[src/rtl/mux_host.sv]
// Host-side sequencer for a UART-attached output mux: sends a command,
// streams payload bytes, collects the little-endian readback and reports.
module mux_host #(
  parameter int CLOCK_PER_BIT = 16,
  parameter int OUTPUT_COUNT  = 16,
  parameter int INPUT_COUNT   = 4,
  parameter int TIMEOUT       = 20 * CLOCK_PER_BIT * 10,
  localparam int SEL_W =
    $clog2(INPUT_COUNT) * OUTPUT_COUNT
) (
  input  logic                    clk,
  input  logic                    rst_n,
  input  logic                    req_valid,
  output logic                    req_ready,
  input  logic [2:0]              req_cmd,
  input  logic [OUTPUT_COUNT-1:0] req_mask,
  input  logic [SEL_W-1:0]        req_map,
  output logic [7:0]              tx_data,
  output logic                    tx_data_ready,
  input  logic                    tx_done,
  input  logic                    rx_ready,
  input  logic [7:0]              rx_data,
  output logic                    rsp_valid,
  output logic [OUTPUT_COUNT-1:0] rsp_mask,
  output logic [SEL_W-1:0]        rsp_map,
  output logic [1:0]              rsp_err,
  output logic                    busy
);

  localparam int EN_BYTES  = OUTPUT_COUNT / 8;
  localparam int MAP_BYTES = SEL_W / 8;
  localparam int PAY_W =
    (OUTPUT_COUNT > SEL_W) ? OUTPUT_COUNT : SEL_W;
  localparam int PAY_BYTES = PAY_W / 8;
  localparam int MAX_IDX =
    (EN_BYTES > MAP_BYTES + 1) ? EN_BYTES : MAP_BYTES + 1;
  localparam int IDX_W = $clog2(MAX_IDX + 1);
  localparam int TMR_W = $clog2(TIMEOUT + 1);

  typedef enum logic [2:0] {
    S_IDLE,
    S_SEND,
    S_WAIT_TX,
    S_RECV,
    S_DONE
  } state_t;

  state_t                  state_q, state_d;
  logic [2:0]              cmd_q, cmd_d;
  logic [OUTPUT_COUNT-1:0] mask_q, mask_d;
  logic [SEL_W-1:0]        map_q, map_d;
  logic [IDX_W-1:0]        idx_q, idx_d;
  logic [TMR_W-1:0]        tmr_q, tmr_d;
  logic [1:0]              guard_q, guard_d;
  logic [PAY_W-1:0]        shadow_q, shadow_d;
  logic [1:0]              err_q, err_d;
  logic                    full_q, full_d;
  logic [7:0]              tx_data_q, tx_data_d;
  logic                    tx_pulse_q, tx_pulse_d;
  logic                    rsp_valid_q, rsp_valid_d;
  logic [OUTPUT_COUNT-1:0] rsp_mask_q, rsp_mask_d;
  logic [SEL_W-1:0]        rsp_map_q, rsp_map_d;
  logic [1:0]              rsp_err_q, rsp_err_d;

  logic             cmd_ok;
  logic             mask_cmd;
  logic [IDX_W-1:0] tx_len;
  logic [IDX_W-1:0] rx_len;
  logic [PAY_W-1:0] pay_v;
  logic [7:0]       tx_byte;
  logic             mismatch;

  always_comb begin
    cmd_ok   = (req_cmd != 3'd0) && (req_cmd <= 3'd4);
    mask_cmd = (cmd_q == 3'd1) || (cmd_q == 3'd3);
    tx_len   = IDX_W'(1);
    unique case (1'b1)
      (cmd_q == 3'd3): tx_len = IDX_W'(EN_BYTES + 1);
      (cmd_q == 3'd4): tx_len = IDX_W'(MAP_BYTES + 1);
      default:         tx_len = IDX_W'(1);
    endcase
    rx_len = mask_cmd ? IDX_W'(EN_BYTES)
                      : IDX_W'(MAP_BYTES);
    pay_v  = (cmd_q == 3'd3) ? PAY_W'(mask_q)
                             : PAY_W'(map_q);
  end

  // byte 0 is the command, payload byte k goes out at index k+1
  always_comb begin
    tx_byte = {5'b0, cmd_q};
    for (int i = 0; i < PAY_BYTES; i++) begin
      if (int'(idx_q) == i + 1) begin
        tx_byte = pay_v[8*i +: 8];
      end
    end
  end

  always_comb begin
    mismatch = 1'b0;
    if (cmd_q == 3'd3) begin
      mismatch = shadow_q[OUTPUT_COUNT-1:0] != mask_q;
    end else if (cmd_q == 3'd4) begin
      mismatch = shadow_q[SEL_W-1:0] != map_q;
    end
  end

  always_comb begin
    state_d     = state_q;
    cmd_d       = cmd_q;
    mask_d      = mask_q;
    map_d       = map_q;
    idx_d       = idx_q;
    tmr_d       = tmr_q;
    guard_d     = guard_q;
    shadow_d    = shadow_q;
    err_d       = err_q;
    full_d      = full_q;
    tx_data_d   = tx_data_q;
    tx_pulse_d  = 1'b0;
    rsp_valid_d = 1'b0;
    rsp_mask_d  = rsp_mask_q;
    rsp_map_d   = rsp_map_q;
    rsp_err_d   = rsp_err_q;
    unique case (state_q)
      S_IDLE: begin
        if (req_valid) begin
          cmd_d  = req_cmd;
          mask_d = req_mask;
          map_d  = req_map;
          idx_d  = '0;
          full_d = 1'b0;
          err_d  = 2'b00;
          if (cmd_ok) begin
            state_d = S_SEND;
          end else begin
            err_d   = 2'b11;
            state_d = S_DONE;
          end
        end
      end
      S_SEND: begin
        if (tx_done) begin
          tx_data_d  = tx_byte;
          tx_pulse_d = 1'b1;
          guard_d    = 2'd2;
          state_d    = S_WAIT_TX;
        end
      end
      S_WAIT_TX: begin
        // uart_tx needs a couple of cycles to drop its idle flag
        if (guard_q != 2'd0) begin
          guard_d = guard_q - 2'd1;
        end else if (tx_done) begin
          if (idx_q + 1'b1 < tx_len) begin
            idx_d   = idx_q + 1'b1;
            state_d = S_SEND;
          end else begin
            idx_d   = '0;
            tmr_d   = '0;
            state_d = S_RECV;
          end
        end
      end
      S_RECV: begin
        if (rx_ready) begin
          for (int i = 0; i < PAY_BYTES; i++) begin
            if (int'(idx_q) == i) begin
              shadow_d[8*i +: 8] = rx_data;
            end
          end
          idx_d = idx_q + 1'b1;
          tmr_d = '0;
          if (idx_q + 1'b1 == rx_len) begin
            full_d  = 1'b1;
            state_d = S_DONE;
          end
        end else if (tmr_q == TMR_W'(TIMEOUT - 1)) begin
          err_d   = 2'b01;
          state_d = S_DONE;
        end else begin
          tmr_d = tmr_q + 1'b1;
        end
      end
      S_DONE: begin
        rsp_valid_d = 1'b1;
        rsp_err_d   = err_q;
        if (full_q) begin
          if (mask_cmd) begin
            rsp_mask_d = shadow_q[OUTPUT_COUNT-1:0];
          end else begin
            rsp_map_d = shadow_q[SEL_W-1:0];
          end
          rsp_err_d = mismatch ? 2'b10 : 2'b00;
        end
        idx_d   = '0;
        tmr_d   = '0;
        state_d = S_IDLE;
      end
      default: state_d = S_IDLE;
    endcase
  end

  always_ff @(posedge clk or negedge rst_n) begin
    if (!rst_n) begin
      state_q     <= S_IDLE;
      cmd_q       <= 3'd0;
      mask_q      <= '0;
      map_q       <= '0;
      idx_q       <= '0;
      tmr_q       <= '0;
      guard_q     <= 2'd0;
      shadow_q    <= '0;
      err_q       <= 2'b00;
      full_q      <= 1'b0;
      tx_data_q   <= 8'hFF;
      tx_pulse_q  <= 1'b0;
      rsp_valid_q <= 1'b0;
      rsp_mask_q  <= '0;
      rsp_map_q   <= '0;
      rsp_err_q   <= 2'b00;
    end else begin
      state_q     <= state_d;
      cmd_q       <= cmd_d;
      mask_q      <= mask_d;
      map_q       <= map_d;
      idx_q       <= idx_d;
      tmr_q       <= tmr_d;
      guard_q     <= guard_d;
      shadow_q    <= shadow_d;
      err_q       <= err_d;
      full_q      <= full_d;
      tx_data_q   <= tx_data_d;
      tx_pulse_q  <= tx_pulse_d;
      rsp_valid_q <= rsp_valid_d;
      rsp_mask_q  <= rsp_mask_d;
      rsp_map_q   <= rsp_map_d;
      rsp_err_q   <= rsp_err_d;
    end
  end

  assign req_ready     = (state_q == S_IDLE);
  assign busy          = (state_q != S_IDLE);
  assign tx_data       = tx_data_q;
  assign tx_data_ready = tx_pulse_q;
  assign rsp_valid     = rsp_valid_q;
  assign rsp_mask      = rsp_mask_q;
  assign rsp_map       = rsp_map_q;
  assign rsp_err       = rsp_err_q;

endmodule

[config.mk]
export PLATFORM = sky130hd
export DESIGN_NAME = mux_host
export DESIGN_NICKNAME = d
export VERILOG_FILES = /design/src/rtl/mux_host.sv
export SDC_FILE = /design/constraint.sdc
export NUM_CORES = 1
export LEC_CHECK = 0
export ABC_AREA = 1
export CORE_MARGIN = 8
export CORE_UTILIZATION = 54
export DETAILED_ROUTE_END_ITERATION = 12
export HOLD_SLACK_MARGIN = 0.08
export PLACE_DENSITY_LB_ADDON = 0.12
export SETUP_SLACK_MARGIN = 0.4
export SLEW_MARGIN = 20
export SYNTH_ARGS = -nofsm -noshare
export SYNTH_HDL_FRONTEND = slang
export SYNTH_SLANG_ARGS = --single-unit
[constraint.sdc]
create_clock -name clk -period 2.8 [get_ports clk]
set_clock_uncertainty 0.05 [all_clocks]
set_input_delay 0.56 -clock clk [delete_from_list [all_inputs] [get_ports clk]]
set_output_delay 0.56 -clock clk [all_outputs]
set_load 0.1 [all_outputs]
==> reports/qor.yml, run 1 <==
status: "finished clean"
ios: 126
drc_errors: 0
yosysSeqAreaShare_pct: 51.3
nNetsFinal: 1200
wl_um: 21300
drt_pass1_iterations: 5
numCtsBuffers: 17
synth_area_leaders: "dfrtp_1, nand2_1, o21ai_0"
clock-sinks: 166
grt_pass1_wl_um: 35100
root_buffer: "clkbuf_16"
slew_viol_final: 0
power_frac_comb_pct: 47.0
grt_max_degree: 95
syn-cell-area_um2: 8120
synthFlopType: "dfrtp_1"
required_ns: 3.11
tightest_slew_ns: 0.654
drtAntennaViolNets: 0
peakVddDrop_mv: 0.690
p_int_mw: 6.25
clkTransAtPathRegs_ns: 0.06
drt_iter0_drc: 557
drive_gt1_share_pct: 14.2
dr_total_vias: 6857
syn_avg_cell_area_um2: 8.14
track_usage_pct: 22.6
hold_viol: 0
slew-limit-headroom_pct: 56.4
start_util_pct: 54.2
cts_tree: "built"
yosysTopAreaCell: "dfrtp_1"
rr_endpoint: "tmr_q[3]$_DFFE_PN0P_"
post-route-cell-area_um2: 10000
yosys.area.top_type_share_pct: 48.7
fmax_ghz: 0.434
core_area_um2: 15000
htreeDepth: 4
stdcell_count: 1328
clockPowerShare_pct: 19.8
power_density_nw_per_um2: 1200
fin_setup_tns_ns: 0
synth_warnings: 0
synth_cells: 998
leakagePower_nw: 4.93
switchingPower_mw: 5.74
route.detailed.vias_per_inst: 5.16
synth_edf_count: 0
die_w_um: 139
routedWlPerCell_um: 16.1
ctsLongestPathBuffers: 2
area_delta_synth_final_pct: 23.3
grt_overflow: 0
syn_nets: 1071
hold_class: "input pin to async pin"
rsz0062_at_grt: "no"
ys_ff_latch: 166
placed_area_um2: 9380
seq_power_share_pct: 33.2
max_cap_violations: 0
rr_worst_depth: 13
swShare_pct: 47.9
cp_max_fo: 6
die_h_um: 139
gp_congestion: 0.900
post-route-util_pct: 66.9
grt_pass1_vias: 6781
start_kind: "flop"
period_share_pct: 82.2
period_needed_ns: 2.30
antenna_cells: 0
cp-end-kind: "flop"
async_reset_ff_share_pct: 100
cp.arrival_ns: 2.61
synth.distinct_cells: 39
rows: 45
clock_latency_ns: 0.43
setup_viol: 0
antenna_found_initial: 0
rrSetupSlack_ns: 0.50
crit_type: "flop to flop"
r2r_start: "idx_q[0]$_DFFE_PN0P_"
dieArea_um2: 19200
dp_cells: 1293
portBuffers: 125
dp_hpwl_um: 15400
registers in the layout, summed over array words and instances (netlist names), 3 cells and up:
signal,count
rsp_mask,16
mask_q,16
cmd_q,3
idx_q,3
shadow_q,32
tmr_q,12
tx_data,8
rsp_map,32
map_q,32
state_q,3
cell type report:
cell class / instances / area, um2
multi-input cells: 691 / 3370
fillers: 1274 / 4960
clock inverters: 10 / 129
inverters: 111 / 417
well taps: 188 / 235
clock buffers: 22 / 464
repair buffers: 140 / 1230
flip-flops and latches: 166 / 4170
logic make-up after synthesis:
kind of cell	Yosys count	synth area share, %
simple gates	466	24.0
compound gates	187	12.4
flops	166	51.3
buf+inv	141	7.53
xor+xnor	19	2.05
mux	10	1.39
fa+ha+maj	9	1.39
synthesized netlist by cell type, types with 8 or more instances:
cell and n:
nand2_1 356, dfrtp_1 158, o21ai_0 115, inv_1 103
nor2_1 43, nand3_1 33, a21oi_1 26, o21ai_1 21
xnor2_1 14, clkbuf_1 10, mux2_2 10, ha_1 9
nor3_1 9, o211ai_1 9, dfstp_2 8
worst max-delay path: stages, from the launching register on:
cell and delay (ns):
dfrtp_2 0.43, ha_1 0.24, ha_4 0.28, inv_1 0.05, ha_1 0.30, nand2_1 0.05, nor2_1 0.12, a211oi_2 0.05
nand2_1 0.11, nand2_2 0.07, nor2_4 0.16, buf_4 0.17, nand3_1 0.08, o21ai_2 0.07
layout by cell type, fill, tap and decap left out, types with 5 or more instances in the layout:
cell	count
inv_2	8
dfstp_2	8
nand3_1	33
o21ai_1	21
nand4_1	5
mux2_2	10
buf_4	75
nor2_4	5
a21oi_1	26
o21ai_2	5
clkinv_2	6
clkbuf_16	17
nor2_1	43
inv_1	102
xnor2_1	14
o21ai_0	115
dfrtp_1	157
xor2_1	5
nor3_1	9
nand2_1	355
clkdlybuf4s50_1	62
o211ai_1	9
ha_1	8
power groups by stage:
stage | clock network, mW | logic (mW) | registers (mW)
floorplan | 0 | 2.55 | 5.64
global route | 2.50 | 6.15 | 4.08
global placement | 0 | 5.50 | 3.96
detailed placement | 0 | 5.57 | 3.99
finish | 2.38 | 5.63 | 3.98
CTS | 2.39 | 5.64 | 3.97
timing repair:
action	4_1_cts	5_1_grt
pin swaps	1	1
hold buffers	0	0
endpoints found under the setup margin	11	12
resized for setup	2	4
buffers inserted	2	1
endpoints found under the hold margin	0	0
metal layers:
| metal | global-route usage [%] | wire (um) | up-vias |
|---|---|---|---|
| li1 | - | - | 3430 |
| met1 | 30.4 | 9880 | 3210 |
| met2 | 35.8 | 10000 | 191 |
| met3 | 5.30 | 1090 | 26 |
| met4 | 6.47 | 334 | 0 |
| met5 | 0 | 0 | - |
how the worst max path moves through the flow:
| stage | start | end |
|---|---|---|
| floorplan | state_q[0]$_DFFE_PN0P_ | mask_q[10]$_DFFE_PN0P_ |
| global placement | idx_q[0]$_DFFE_PN0P_ | tmr_q[4]$_DFFE_PN0P_ |
| detailed placement | idx_q[0]$_DFFE_PN0P_ | tmr_q[4]$_DFFE_PN0P_ |
| CTS | idx_q[0]$_DFFE_PN0P_ | tmr_q[10]$_DFFE_PN0P_ |
| global route | idx_q[0]$_DFFE_PN0P_ | tmr_q[10]$_DFFE_PN0P_ |
| finish | idx_q[0]$_DFFE_PN0P_ | tmr_q[3]$_DFFE_PN0P_ |
metrics by stage:
stage / setup WS, ns / hold slack, ns / power, mW
2_1_floorplan: 0.512 / 0.214 / 8.20
3_3_place_gp: 0.186 / 0.411 / 9.46
3_5_place_dp: 0.0712 / 0.413 / 9.56
4_1_cts: 0.447 / 0.107 / 12.0
5_1_grt: 0.404 / 0.134 / 12.7
6_report: 0.498 / 0.0845 / 12.0
No activity file was read; power rests on OpenSTA's default activity.
==> run 2, diff against run 1 <==
==> constraint.sdc (replaced) <==
create_clock -name clk -period 2.29 [get_ports clk]
set_clock_uncertainty 0.05 [all_clocks]
set_input_delay 0.458 -clock clk [delete_from_list [all_inputs] [get_ports clk]]
set_output_delay 0.458 -clock clk [all_outputs]
set_load 0.1 [all_outputs]
==> run 2 against run 1 <==
  * Combinational power increased by 32%
  * Utilization increased by 2.8 points
  * Sequential share of layout area decreased by 1.6 points
  * Critical path type unchanged
  * Routed wire length increased by 4.4%
  * Design area increased by 4.1%
  * Worst hold slack improved by 0.34 ns
  * Final cell count increased by 1.4%
==> reports/qor.yml, run 2 (same netlist as run 1, synthesis figures left out) <==
status: "finished clean"
fin_ws_ns: 0.221
cpLargestDelayFamily: "adder cells"
start_kind: "flop"
nNetsFinal: 1218
placed_area_um2: 9490
antenna_found_initial: 0
power_mw: 15.5
tightest_slew_ns: 0.418
dp_cells: 1297
max_stage_delay_ns: 0.40
slew_viol_final: 0
hold_class: "flop to flop"
ctsLongestPathBuffers: 2
cts_tree: "built"
cp.depth: 12
period_share_pct: 90.3
required_ns: 2.54
hold_start: "tx_data[4]$_DFFE_PN1P_"
wl_um: 22300
hold_end: "tx_data[4]$_DFFE_PN1P_"
numCtsBuffers: 17
power_density_nw_per_um2: 1490
max_cap_violations: 0
dr_total_vias: 7116
stdcell_count: 1346
rows: 45
dp_slack_ns: 0.0899
period_needed_ns: 2.07
area_delta_synth_final_pct: 28.4
fmax_ghz: 0.483
dp_hpwl_um: 15600
mostFrequentLayoutCell: "nand2_1"
fin_setup_tns_ns: 0
grt_pass1_wl_um: 35400
crit_type: "flop to flop"
crit_buf_inv: 2
core_area_um2: 15000
rr_worst_depth: 12
cp_max_fo: 6
post-route-util_pct: 69.6
rsz0062_at_grt: "yes"
track_usage_pct: 22.9
rr_endpoint: "tmr_q[0]$_DFFE_PN0P_"
clkTransAtPathRegs_ns: 0.07
leakagePower_nw: 5.09
die_w_um: 139
r2r_start: "idx_q[1]$_DFFE_PN0P_"
drt_pass1_iterations: 6
cp.arrival_ns: 2.32
gp_congestion: 0.862
root_buffer: "clkbuf_16"
routedWlPerCell_um: 16.5
ios: 126
grt_pass1_vias: 6803
drt_iter0_drc: 504
cp-end-kind: "flop"
drc_errors: 0
layout_common_cells: "nand2_1, dfrtp_1, o21ai_0"
post-route-cell-area_um2: 10400
rrSetupSlack_ns: 0.22
grt_overflow: 0
antenna_cells: 0
die_h_um: 139
crit_chain: "ha_2, ha_4, inv_2, ha_4, nand2_2, nor2_2, a211oi_2, nand2_1, nand2_2, nor2_4, buf_6, a21oi_2"
hold_viol: 0
drtAntennaViolNets: 0
whs_ns: 0.424
slew-limit-headroom_pct: 71.8
drive_gt1_share_pct: 17.6
clock-sinks: 166
start_util_pct: 54.2
portBuffers: 125
setup_viol: 0
cp_slowest_cell: "dfrtp_1"
grt_max_degree: 61
peakVddDrop_mv: 1.33
hold_depth: 2
route.detailed.vias_per_inst: 5.29
clock_latency_ns: 0.42
htreeDepth: 4
dieArea_um2: 19200
run 2: what timing repair did:
action	in CTS	in global routing
hold buffers	1	0
pin swaps	6	6
gates cloned	0	2
hold endpoints to repair	28	0
resized for setup	11	22
endpoints found under the setup margin	28	49
setup buffers	8	6
run 2: metal layers:
| layer | wire length (um) | vias up | share of wire, % | track usage [%] |
|---|---|---|---|---|
| met5 | 0 | - | 0 | 0 |
| met4 | 470 | 0 | 2.1 | 7.11 |
| met2 | 10400 | 256 | 47 | 36.6 |
| li1 | - | 3473 | - | - |
| met3 | 1470 | 34 | 6.6 | 4.75 |
| met1 | 9950 | 3353 | 45 | 30.7 |
run 2: worst reg2reg max path, cell delays in order, from the launching register on:
cell and delay (ns):
dfrtp_1 0.40, ha_2 0.20, ha_4 0.26, inv_2 0.04, ha_4 0.26, nand2_2 0.04
nor2_2 0.09, a211oi_2 0.05, nand2_1 0.09, nand2_2 0.07, nor2_4 0.18, buf_6 0.17
a21oi_2 0.06
run 2: area by class of cell:
type	count	area, um2
well taps	188	235
clock buffers	21	460
fillers	1237	4550
clock inverters	11	195
repair buffers	158	1470
inverters	111	432
multi-input cells	691	3470
flip-flops and latches	166	4170
run 2: worst max path at each step:
stage                                start                endpoint  slack [ns]
global route          idx_q[1]$_DFFE_PN0P_    tmr_q[5]$_DFFE_PN0P_        0.11
finish                idx_q[1]$_DFFE_PN0P_    tmr_q[0]$_DFFE_PN0P_        0.22
floorplan           state_q[0]$_DFFE_PN0P_  mask_q[14]$_DFFE_PN0P_        0.24
detailed placement    idx_q[0]$_DFFE_PN0P_    tmr_q[0]$_DFFE_PN0P_        0.09
CTS                   idx_q[0]$_DFFE_PN0P_    tmr_q[7]$_DFFE_PN0P_        0.22
global placement      idx_q[0]$_DFFE_PN0P_    tmr_q[0]$_DFFE_PN0P_        0.11
run 2: power by group:
group	switching (mW)	internal, mW
Sequential	0.862	4.02
Combinational	5.26	2.19
Clock	1.19	2.00
==> run 3, diff against run 2 <==
--- a/config.mk
+++ b/config.mk
@@ -6,6 +6,7 @@
 export NUM_CORES = 1
 export LEC_CHECK = 0
 export ABC_AREA = 1
+export CORE_ASPECT_RATIO = 1.4
 export CORE_MARGIN = 8
 export CORE_UTILIZATION = 54
 export DETAILED_ROUTE_END_ITERATION = 12
==> run 3 against run 2 <==
  * Final cell count up 1.2%
  * Largest cell class unchanged
  * Via count up 0.46%
  * Highest routed layer unchanged
  * Non-clock buffer count up 12
  * Die area up 0.29%
==> reports/qor.yml, run 3 (same netlist as run 1, synthesis figures left out) <==
peakVddDrop_mv: 1.25
top_layer: "met4"
post-route-util_pct: 70.0
grt_overflow: 0
grt_max_degree: 56
fmax_ghz: 0.470
clock_latency_ns: 0.43
stdcell_count: 1362
die_h_um: 161
met1_length_um: 9330
fill_cells: 1230
power_density_nw_per_um2: 1440
rows: 53
drive_gt1_share_pct: 18.7
gp_congestion: 0.913
route.detailed.vias_per_inst: 5.25
placed_area_um2: 9560
root_buffer: "clkbuf_16"
drtAntennaViolNets: 0
htreeDepth: 4
dp_cells: 1308
start_kind: "flop"
ctsLongestPathBuffers: 2
period_share_pct: 92.9
drc_errors: 0
core_area_um2: 14900
wl_met3_um: 1120
fin_setup_tns_ns: 0
clock-sinks: 166
post-route-cell-area_um2: 10400
required_ns: 2.61
max_cap_violations: 0
area_delta_synth_final_pct: 27.9
clkTransAtPathRegs_ns: 0.07
cts_tree: "built"
slew-limit-headroom_pct: 62.3
dp_hpwl_um: 16300
antenna_cells: 0
cp-end-kind: "flop"
layout_common_cells: "nand2_1, dfrtp_1, o21ai_0"
drt_pass1_iterations: 5
met2WireLength_um: 11100
grt_pass1_vias: 7088
dieArea_um2: 19300
numCtsBuffers: 17
slew_viol_final: 0
dr_total_vias: 7149
leakagePower_nw: 5.06
crit_type: "flop to flop"
die_w_um: 120
cp_max_fo: 5
portBuffers: 125
hold_class: "flop to flop"
mostFrequentLayoutCell: "nand2_1"
drt_iter0_drc: 471
status: "finished clean"
hold_viol: 0
cp.arrival_ns: 2.44
routedWlPerCell_um: 16.3
wl_um: 22200
rsz0062_at_grt: "yes"
nNetsFinal: 1230
tightest_slew_ns: 0.565
period_needed_ns: 2.13
setup_viol: 0
grt_pass1_wl_um: 35700
ios: 126
track_usage_pct: 23.2
start_util_pct: 54.7
antenna_found_initial: 0
run 3: final timing paths:
check / from / endpoint / slack (ns) / cells past startpoint
min reg2reg: tx_data[4]$_DFFE_PN1P_ / tx_data[4]$_DFFE_PN1P_ / 0.42 / 2
min: tx_data[4]$_DFFE_PN1P_ / tx_data[4]$_DFFE_PN1P_ / 0.42 / 2
max reg2reg: idx_q[0]$_DFFE_PN0P_ / tmr_q[10]$_DFFE_PN0P_ / 0.16 / 13
max: idx_q[0]$_DFFE_PN0P_ / tmr_q[10]$_DFFE_PN0P_ / 0.16 / 13
max in group asynchronous: rst_n / cmd_q[0]$_DFFE_PN0P_ / 1.02 / 3
min in group asynchronous: rst_n / rsp_mask[12]$_DFFE_PN0P_ / 0.52 / 2
run 3: worst max-delay path, cell delays in order, from the launching register on:
cell and delay [ns]:
dfrtp_1 0.42, ha_2 0.22, ha_4 0.28, inv_4 0.04, ha_4 0.26, nand2_2 0.04, nor2_2 0.08, a211oi_2 0.05
nand2_1 0.12, nand2_2 0.08, nor2_4 0.15, buf_6 0.15, nand3_1 0.07, nand2_1 0.06
run 3: layout make-up:
type | count | area (um2) | share of cell area [%]
Clock inverter | 13 | 100 | 0.963
Inverter | 111 | 430 | 4.14
Timing Repair Buffer | 170 | 1550 | 14.9
Sequential cell | 166 | 4170 | 40.1
Multi-Input combinational cell | 691 | 3480 | 33.4
Clock buffer | 19 | 433 | 4.17
Tap cell | 192 | 240 | 2.31
run 3: report_power, final:
part	switching, mW	total (mW)	internal (mW)	leakage (nW)
clock	1.21	2.61	1.40	0.247
combinational	5.26	7.49	2.23	2.65
sequential	0.832	4.85	4.02	2.16
total	7.30	14.9	7.64	5.06
run 3: what timing repair did:
action                     CTS  global route
buffers inserted            10            10
resized for setup           21            17
gates cloned                 0             1
hold endpoints to repair    41             0
pin swaps                    8            10
setup endpoints to repair   29            76
hold buffers                 1             0
run 3: layer usage:
metal  track usage [%]  up-vias
met2              40.0      227
met1              28.2     3387
met3              4.75       41
met4              8.21        0
li1                  -     3494
met5                 0        -
run 3: through the flow:
stage | hold WS (ns) | power [mW] | setup slack [ns]
floorplan | 0.112 | 10.1 | 0.238
global placement | 0.411 | 11.8 | 0.136
detailed placement | 0.414 | 11.9 | 0.0972
CTS | 0.429 | 14.8 | 0.207
global route | 0.442 | 15.9 | 0.0189
finish | 0.424 | 14.9 | 0.164
